$ cat src/rtl/mux_channel_scanner.sv
// Sequencer around a 4:1 mux: walks enabled channels in ascending order, waits a settle time,
// captures mux_o and offers each bit tagged with its channel over a valid/ready handshake.
module mux_channel_scanner #(
    parameter int unsigned SETTLE_CYCLES = 2,
    parameter bit          CONTINUOUS    = 1'b0
) (
    input  logic       clk,
    input  logic       rst_n,
    input  logic       start,
    input  logic       stop,
    input  logic [3:0] en_mask,
    input  logic       mux_o,
    output logic [1:0] sel,
    output logic       busy,
    output logic       sample_valid,
    input  logic       sample_ready,
    output logic       sample_data,
    output logic [1:0] sample_ch,
    output logic       frame_done
);

    localparam int unsigned CntW = $clog2(SETTLE_CYCLES + 1);
    localparam logic [CntW-1:0] CntLast = CntW'(SETTLE_CYCLES - 1);

    typedef enum logic [1:0] {StIdle, StSettle, StPresent} state_e;

    state_e          r_state, w_state_nxt;
    logic [3:0]      r_mask, w_mask_nxt;
    logic [1:0]      r_sel, w_sel_nxt;
    logic [CntW-1:0] r_cnt, w_cnt_nxt;
    logic            r_valid, w_valid_nxt;
    logic            r_data, w_data_nxt;
    logic [1:0]      r_ch, w_ch_nxt;
    logic            r_done, w_done_nxt;
    logic            r_stop_pending, w_stop_pending_nxt;
    logic            w_stop_eff;

    function automatic logic [1:0] f_lowest(input logic [3:0] m);
        logic [1:0] r;
        r = 2'd0;
        for (int i = 3; i >= 0; i--) begin
            if (m[i]) r = 2'(i);
        end
        return r;
    endfunction

    function automatic logic f_has_above(input logic [3:0] m, input logic [1:0] s);
        logic r;
        r = 1'b0;
        for (int i = 0; i < 4; i++) begin
            if (m[i] && (i > int'(s))) r = 1'b1;
        end
        return r;
    endfunction

    function automatic logic [1:0] f_next_above(input logic [3:0] m, input logic [1:0] s);
        logic [1:0] r;
        r = s;
        for (int i = 3; i >= 0; i--) begin
            if (m[i] && (i > int'(s))) r = 2'(i);
        end
        return r;
    endfunction

    // A stop arriving in the very handshake cycle terminates just like a pending one.
    assign w_stop_eff = stop | r_stop_pending;

    always_comb begin
        w_state_nxt        = r_state;
        w_mask_nxt         = r_mask;
        w_sel_nxt          = r_sel;
        w_cnt_nxt          = r_cnt;
        w_valid_nxt        = r_valid;
        w_data_nxt         = r_data;
        w_ch_nxt           = r_ch;
        w_done_nxt         = 1'b0;
        w_stop_pending_nxt = r_stop_pending;

        case (r_state)
            StIdle: begin
                w_stop_pending_nxt = 1'b0;
                if (start && (en_mask != 4'd0)) begin
                    w_mask_nxt  = en_mask;
                    w_sel_nxt   = f_lowest(en_mask);
                    w_cnt_nxt   = '0;
                    w_state_nxt = StSettle;
                end
            end
            StSettle: begin
                if (stop) begin
                    w_stop_pending_nxt = 1'b0;
                    w_state_nxt        = StIdle;
                end else if (r_cnt == CntLast) begin
                    w_data_nxt  = mux_o;
                    w_ch_nxt    = r_sel;
                    w_valid_nxt = 1'b1;
                    w_state_nxt = StPresent;
                end else begin
                    w_cnt_nxt = r_cnt + CntW'(1);
                end
            end
            StPresent: begin
                if (sample_ready) begin
                    w_valid_nxt = 1'b0;
                    if (f_has_above(r_mask, r_sel)) begin
                        if (w_stop_eff) begin
                            w_stop_pending_nxt = 1'b0;
                            w_state_nxt        = StIdle;
                        end else begin
                            w_sel_nxt   = f_next_above(r_mask, r_sel);
                            w_cnt_nxt   = '0;
                            w_state_nxt = StSettle;
                        end
                    end else begin
                        w_done_nxt = 1'b1;
                        if (CONTINUOUS && !w_stop_eff && (en_mask != 4'd0)) begin
                            w_mask_nxt  = en_mask;
                            w_sel_nxt   = f_lowest(en_mask);
                            w_cnt_nxt   = '0;
                            w_state_nxt = StSettle;
                        end else begin
                            w_stop_pending_nxt = 1'b0;
                            w_state_nxt        = StIdle;
                        end
                    end
                end else if (stop) begin
                    w_stop_pending_nxt = 1'b1;
                end
            end
            default: begin
                w_state_nxt = StIdle;
            end
        endcase
    end

    always_ff @(posedge clk or negedge rst_n) begin
        if (!rst_n) begin
            r_state        <= StIdle;
            r_mask         <= 4'd0;
            r_sel          <= 2'd0;
            r_cnt          <= '0;
            r_valid        <= 1'b0;
            r_data         <= 1'b0;
            r_ch           <= 2'd0;
            r_done         <= 1'b0;
            r_stop_pending <= 1'b0;
        end else begin
            r_state        <= w_state_nxt;
            r_mask         <= w_mask_nxt;
            r_sel          <= w_sel_nxt;
            r_cnt          <= w_cnt_nxt;
            r_valid        <= w_valid_nxt;
            r_data         <= w_data_nxt;
            r_ch           <= w_ch_nxt;
            r_done         <= w_done_nxt;
            r_stop_pending <= w_stop_pending_nxt;
        end
    end

    assign sel          = r_sel;
    assign busy         = (r_state != StIdle);
    assign sample_valid = r_valid;
    assign sample_data  = r_data;
    assign sample_ch    = r_ch;
    assign frame_done   = r_done;

endmodule

$ cat config.mk
export PLATFORM = sky130hd
export DESIGN_NAME = mux_channel_scanner
export DESIGN_NICKNAME = d
export VERILOG_FILES = /design/src/rtl/mux_channel_scanner.sv
export SDC_FILE = /design/constraint.sdc
export NUM_CORES = 1
export LEC_CHECK = 0
export CORE_MARGIN = 2
export CORE_UTILIZATION = 30
export DETAILED_ROUTE_END_ITERATION = 8
export SLEW_MARGIN = 40
export SYNTH_ARGS = -nofsm -noshare
export SYNTH_HDL_FRONTEND = slang
export SYNTH_SLANG_ARGS = --single-unit
$ cat constraint.sdc
create_clock -name clk -period 2.2 [get_ports clk]
set_input_delay 0.22 -clock clk [delete_from_list [all_inputs] [get_ports clk]]
set_output_delay 0.22 -clock clk [all_outputs]
set_load 0.02 [all_outputs]
==> impl_metrics.env, run 1 <==
export IMPL_outcome="finished clean"
export IMPL_power_switching_w=0.000518
export IMPL_power_frac_clock_pct=12.4
export IMPL_synth_sequential_area_ratio_pct=45.8
export IMPL_nFillCells=268
export IMPL_setup_fix_bufs_post_cts=0
export IMPL_antenna_found_initial=0
export IMPL_path_class="reg2out"
export IMPL_coreArea_um2=2520
export IMPL_cp_end_kind="primary output"
export IMPL_dp_hpwl_um=1350
export IMPL_worstRegToRegCells=5
export IMPL_synthesis_yosys_warnings=0
export IMPL_groute_usage_overall_pct=12.1
export IMPL_holdWs_ps=350
export IMPL_drc=0
export IMPL_portBuffers=17
export IMPL_globalRouteMet2Util_pct=17.3
export IMPL_synth_edff_count=0
export IMPL_worstPathMaxFanout=10
export IMPL_drv_slew=0
export IMPL_detailedRoute_firstIterationViolations=12
export IMPL_total_leakage_power_nw=0.451
export IMPL_multi_input_area_um2=405
export IMPL_synth_main_ff_cell="sky130_fd_sc_hd__dfrtp_1"
export IMPL_worst_setup_hold_path_clk_slew_ps=90
export IMPL_power_ir_vdd_worst_mv=0.649
export IMPL_cts_hold_buffers_added=0
export IMPL_synthArstFlopShare_pct=100
export IMPL_worst_hold_path_type="in2async"
export IMPL_headroom_to_the_max_slew_limit_pct=51.7
export IMPL_switching_share_pct=39.6
export IMPL_start_util_pct=32.5
export IMPL_synth_most_common_cell="sky130_fd_sc_hd__dfrtp_1"
export IMPL_num_antenna_cells=0
export IMPL_grt_pass1_wl_um=3000
export IMPL_synth_area_per_cell_um2=10.4
export IMPL_final_nets=112
export IMPL_cts_path_max_buffers=2
export IMPL_chipHeight_um=56.3
export IMPL_pwr_share_seq_pct=38.6
export IMPL_ys_top_cells_by_area="sky130_fd_sc_hd__dfrtp_1 46%, sky130_fd_sc_hd__mux2_2 6.9%, sky130_fd_sc_hd__a21oi_1 3.7%"
export IMPL_ff_to_ff_setup_slack_ps=340
export IMPL_final_core_util_pct=41.8
export IMPL_globalRoute_totalOverflow=0
export IMPL_detail_route_first_pass_iterations=4
export IMPL_syn_inst=79
export IMPL_die_w_um=56.3
export IMPL_setup_repair_after_global_routing_missed_its_margin="no"
export IMPL_synth_seq_cells=15
export IMPL_fin_worst_skew_ps=4.04
export IMPL_post_route_min_period_ps=1910
export IMPL_cts_buffers_inserted=3
export IMPL_grtUsageMet3_pct=5.07
export IMPL_worst_ep_required_time_ps=1980
export IMPL_count_of_boundary_i_o_pins=18
export IMPL_synth_common_cells="15 x sky130_fd_sc_hd__dfrtp_1, 6 x sky130_fd_sc_hd__a21oi_1, 6 x sky130_fd_sc_hd__inv_1, 6 x sky130_fd_sc_hd__o21ai_0, 5 x sky130_fd_sc_hd__mux2_2"
export IMPL_cts_root_buffer="sky130_fd_sc_hd__clkbuf_4"
export IMPL_dr_total_vias=665
export IMPL_netlist_area_leader_share_pct=45.8
export IMPL_critPathArrivalTime_ps=1690
export IMPL_register_area_um2=375
export IMPL_cell_internal_pwr_w=0.000791
export IMPL_post_route_cells_drive_above_1_share_pct=20.0
export IMPL_postRouteAntennaNets=0
export IMPL_largest_area_contributor_in_the_synthesized_netlist="sky130_fd_sc_hd__dfrtp_1"
export IMPL_h_tree_lvls=1
export IMPL_worst_slew_pin_slew_ps=722
export IMPL_netlist_cell_type_count=34
export IMPL_synth_nets=90
export IMPL_synth_cell_area_um2=820
export IMPL_critical_path_slowest_cell="sky130_fd_sc_hd__clkdlybuf4s50_1"
export IMPL_timing_rr_start="r_cnt[0]"
export IMPL_via_count_of_the_first_global_routing_pass=665
export IMPL_setup_viol=0
export IMPL_critical_path_cell_chain="or2_2 -> clkdlybuf4s50_1"
export IMPL_finalSetupTns_ps=0
export IMPL_slowest_delay_ps=540
export IMPL_routedWlPerCell_um=13.8
export IMPL_die_area_um2=3170
export IMPL_comb_power_share_pct=49.0
export IMPL_final_min_period_over_clock_period_pct=86.9
export IMPL_power_density_nw_per_um2=1240
export IMPL_grt_busiest_layer="met2"
export IMPL_met1_usage_pct=16.7
export IMPL_timing_hold_violations_final=0
export IMPL_cts_tree="built"
export IMPL_later_pin_clock_latency_in_the_skew_report_ps=290
export IMPL_place_congestion=0.793
export IMPL_worstReg2RegEnd="sel[0]"
export IMPL_start_kind="register"
export IMPL_postCtsResizedCells=0
export IMPL_cts_num_sinks=15
export IMPL_max_cap_violations=0
export IMPL_finalWirelength_um=1790
export IMPL_fmax_ghz=0.523
export IMPL_avgViaCountPerCell=5.12
export IMPL_placement_rows=18
export IMPL_largest_net_degree_at_the_start_of_global_routing=16
export IMPL_layout_area_overhead_vs_synth_pct=28.5
cells in the final DEF, fill, tap and decap left out, drive strengths merged, types with 2 or more instances in the layout:
| cell | netlist | routed |
|---|---|---|
| a21oi | 6 | 6 |
| buf | 2 | 2 |
| clkbuf | 0 | 3 |
| clkdlybuf4s50 | 0 | 17 |
| dfrtp | 15 | 15 |
| inv | 6 | 6 |
| mux2 | 6 | 6 |
| nand2 | 4 | 4 |
| nand2b | 2 | 2 |
| nor2 | 4 | 4 |
| nor3 | 3 | 3 |
| o21ai | 7 | 7 |
| o21bai | 2 | 2 |
| o31ai | 2 | 2 |
| or2 | 2 | 2 |
| or4b | 2 | 2 |
layer usage:
layer	vias up	routed length (um)	share of wire [%]
met5	-	0	0
met4	0	12	0.67
met3	2	100	5.6
met2	19	774	43
met1	312	904	50
li1	332	-	-
registers in the layout (all words and copies together), names as in the netlist, 2 cells and up:
name	count
r_mask	3
r_cnt	2
r_state	2
sample_ch	2
sel	2
area by class of cell:
type / count / share of cell area [%]
tap: 30 / 3.56
sequential: 15 / 35.6
multi-input combinational: 56 / 38.5
clock inverter: 1 / 0.475
timing repair buffer: 19 / 17.6
clock buffer: 3 / 2.14
inverter: 6 / 2.14
stage by stage:
step	cell area (um2)	cells	worst slack, ps	power [W]
final	1050	130	287	0.00131
after global placement	1030	126	151	0.00115
after detailed placement	1030	126	114	0.00115
after global routing	1050	130	224	0.00141
after CTS	1050	130	271	0.00133
after floorplan	820	79	448	0.000928
worst max path at each step:
stage | from | endpoint | slack [ps] | depth (start not counted)
after floorplan | r_state[0] | sel[0] | 450 | 5
after global placement | stop | sel[0] | 150 | 5
after detailed placement | stop | sel[0] | 110 | 5
after CTS | r_state[1] | busy | 270 | 2
after global routing | r_state[1] | busy | 220 | 2
final | r_state[1] | busy | 290 | 2
critical path: cells and delay by family, from the launching register on:
kind,cells,cell delay [ps]
buffers and inverters,1,540
flip-flops,1,500
AND/OR/NAND/NOR,1,360
cell families after synthesis:
kind of cell / Yosys count / synth area share [%]
AOI/OAI and AO/OA: 27 / 22.6
and+or+nand+nor: 22 / 16.6
DFF: 15 / 45.8
buffers and inverters: 8 / 4.73
muxes: 6 / 8.70
adders and majority gates: 1 / 1.53
power by group through the flow:
stage               Combinational, W  Clock (W)  Sequential [W]
floorplan                   0.000404          0        0.000524
global placement            0.000638          0        0.000508
detailed placement          0.000643          0        0.000510
CTS                         0.000648   0.000176        0.000506
global route                0.000702   0.000187        0.000523
finish                      0.000641   0.000163        0.000504
No activity file was read; power rests on OpenSTA's default activity.
==> inputs of run 2 (changes only) <==
- CORE_ASPECT_RATIO: not set -> 0.75
- CORE_MARGIN: 2 -> 4
==> impl_metrics.env, run 2 (synthesis results as in run 1) <==
export IMPL_power_density_nw_per_um2=1230
export IMPL_worst_hold_path_type="in2async"
export IMPL_start_kind="register"
export IMPL_total_leakage_power_nw=0.447
export IMPL_cts_root_buffer="sky130_fd_sc_hd__clkbuf_4"
export IMPL_fmax_ghz=0.527
export IMPL_placed_cell_area_um2=1030
export IMPL_final_min_period_over_clock_period_pct=86.3
export IMPL_power_switching_w=0.000509
export IMPL_pwr_share_seq_pct=38.7
export IMPL_antenna_found_initial=0
export IMPL_headroom_to_the_max_slew_limit_pct=55.2
export IMPL_routedWlPerCell_um=12.9
export IMPL_count_of_boundary_i_o_pins=18
export IMPL_portBuffers=17
export IMPL_worst_slew_pin_slew_ps=670
export IMPL_groute_usage_overall_pct=11.4
export IMPL_max_cap_violations=0
export IMPL_grt_pass1_wl_um=3040
export IMPL_finalWirelength_um=1760
export IMPL_placement_rows=16
export IMPL_later_pin_clock_latency_in_the_skew_report_ps=280
export IMPL_critPathArrivalTime_ps=1680
export IMPL_setup_viol=0
export IMPL_detail_route_first_pass_iterations=4
export IMPL_cts_hold_buffers_added=0
export IMPL_layout_area_overhead_vs_synth_pct=29.3
export IMPL_detailedRoute_firstIterationViolations=10
export IMPL_cp_end_kind="primary output"
export IMPL_fin_worst_skew_ps=5.35
export IMPL_comb_power_share_pct=49.3
export IMPL_avgViaCountPerCell=4.90
export IMPL_largest_register_by_flop_count="r_mask"
export IMPL_drv_slew=0
export IMPL_finalSetupTns_ps=0
export IMPL_power_frac_clock_pct=12.0
export IMPL_finalPower_w=0.00130
export IMPL_power_ir_vdd_worst_mv=0.507
export IMPL_path_class="reg2out"
export IMPL_cts_buffers_inserted=3
export IMPL_mostFrequentLayoutCells="17 x sky130_fd_sc_hd__clkdlybuf4s50_1, 15 x sky130_fd_sc_hd__dfrtp_1, 6 x sky130_fd_sc_hd__inv_1, 6 x sky130_fd_sc_hd__a21oi_1, 6 x sky130_fd_sc_hd__o21ai_0"
export IMPL_ff_to_ff_setup_slack_ps=310
export IMPL_post_layout_instance_area_um2=1060
export IMPL_h_tree_lvls=1
export IMPL_die_area_um2=3640
export IMPL_post_route_cells_drive_above_1_share_pct=19.0
export IMPL_post_route_min_period_ps=1900
export IMPL_worst_setup_hold_path_clk_slew_ps=90
export IMPL_outcome="finished clean"
export IMPL_worst_ep_required_time_ps=1980
export IMPL_coreArea_um2=2600
export IMPL_timing_hold_violations_final=0
export IMPL_postCtsResizedCells=0
export IMPL_chipHeight_um=53.3
export IMPL_dr_total_vias=667
export IMPL_place_congestion=0.810
export IMPL_cts_num_sinks=15
export IMPL_number_of_flip_flops_in_the_largest_register=3
export IMPL_largest_net_degree_at_the_start_of_global_routing=16
export IMPL_via_count_of_the_first_global_routing_pass=686
export IMPL_start_util_pct=31.5
export IMPL_postRouteAntennaNets=0
export IMPL_final_critical_path_setup_slack_ps=301
export IMPL_final_nets=112
export IMPL_cell_internal_pwr_w=0.000792
export IMPL_setup_repair_after_global_routing_missed_its_margin="no"
export IMPL_worstPathMaxFanout=10
export IMPL_final_common_cell="sky130_fd_sc_hd__clkdlybuf4s50_1"
export IMPL_switching_share_pct=39.1
export IMPL_drc=0
export IMPL_cts_path_max_buffers=2
export IMPL_num_antenna_cells=0
export IMPL_setup_fix_bufs_post_cts=0
export IMPL_cts_tree="built"
export IMPL_die_w_um=68.4
export IMPL_dp_hpwl_um=1350
export IMPL_dpl_worst_slack_ps=210
export IMPL_globalRoute_totalOverflow=0
-- run 2: power groups by stage --
| stage | sequential, W | clock, W | combinational (W) |
|---|---|---|---|
| after global placement | 0.000507 | 0 | 0.000637 |
| after floorplan | 0.000524 | 0 | 0.000404 |
| after CTS | 0.000504 | 0.000170 | 0.000647 |
| after detailed placement | 0.000510 | 0 | 0.000641 |
| final | 0.000503 | 0.000157 | 0.000641 |
| after global routing | 0.000526 | 0.000179 | 0.000704 |
-- run 2: routing by layer --
metal	vias up	GRT usage, %	share of wire [%]
met1	319	14.5	49
met5	-	0	0
li1	334	-	-
met4	0	1.98	0.74
met2	12	18.2	44
met3	2	4.88	5.4
-- run 2: final cells by class --
cell class / count / area, um2
multi-input combinational: 56 / 405
sequential: 15 / 375
inverter: 6 / 22.5
timing repair buffer: 19 / 185
tap: 36 / 45.0
clock buffer: 4 / 26.3
fill: 264 / 1540
-- run 2: worst max-delay path, cell delays in order (launching register included) --
cell,delay [ps]
sky130_fd_sc_hd__dfrtp_1,490
sky130_fd_sc_hd__or2_2,360
sky130_fd_sc_hd__clkdlybuf4s50_1,550
-- run 2: stage by stage --
step           std cells  hold WS, ps  utilization (%)
4_1_cts              136          370             40.7
6_report             136          339             40.7
5_1_grt              136          397             40.7
3_5_place_dp         132          486             39.7
3_3_place_gp         132          471             39.7
2_1_floorplan         79        -75.6                -
-- run 2: path summary, 6_finish.rpt --
check	start	to	depth (start not counted)
worst max-delay path	r_state[1]	busy	2
worst min-delay path	rst_n	r_state[0]	1
worst max register to register	r_cnt[0]	sel[0]	5
worst min register to register	sample_valid	sample_valid	1
max in group asynchronous	rst_n	r_mask[2]	1
min in group clk	sample_valid	sample_valid	1
==> inputs of run 3 (changes only) <==
- SKIP_LAST_GASP: not set -> 1
==> results of run 3 <==
The final DEF is identical to that of run 2; final timing and power are the same.
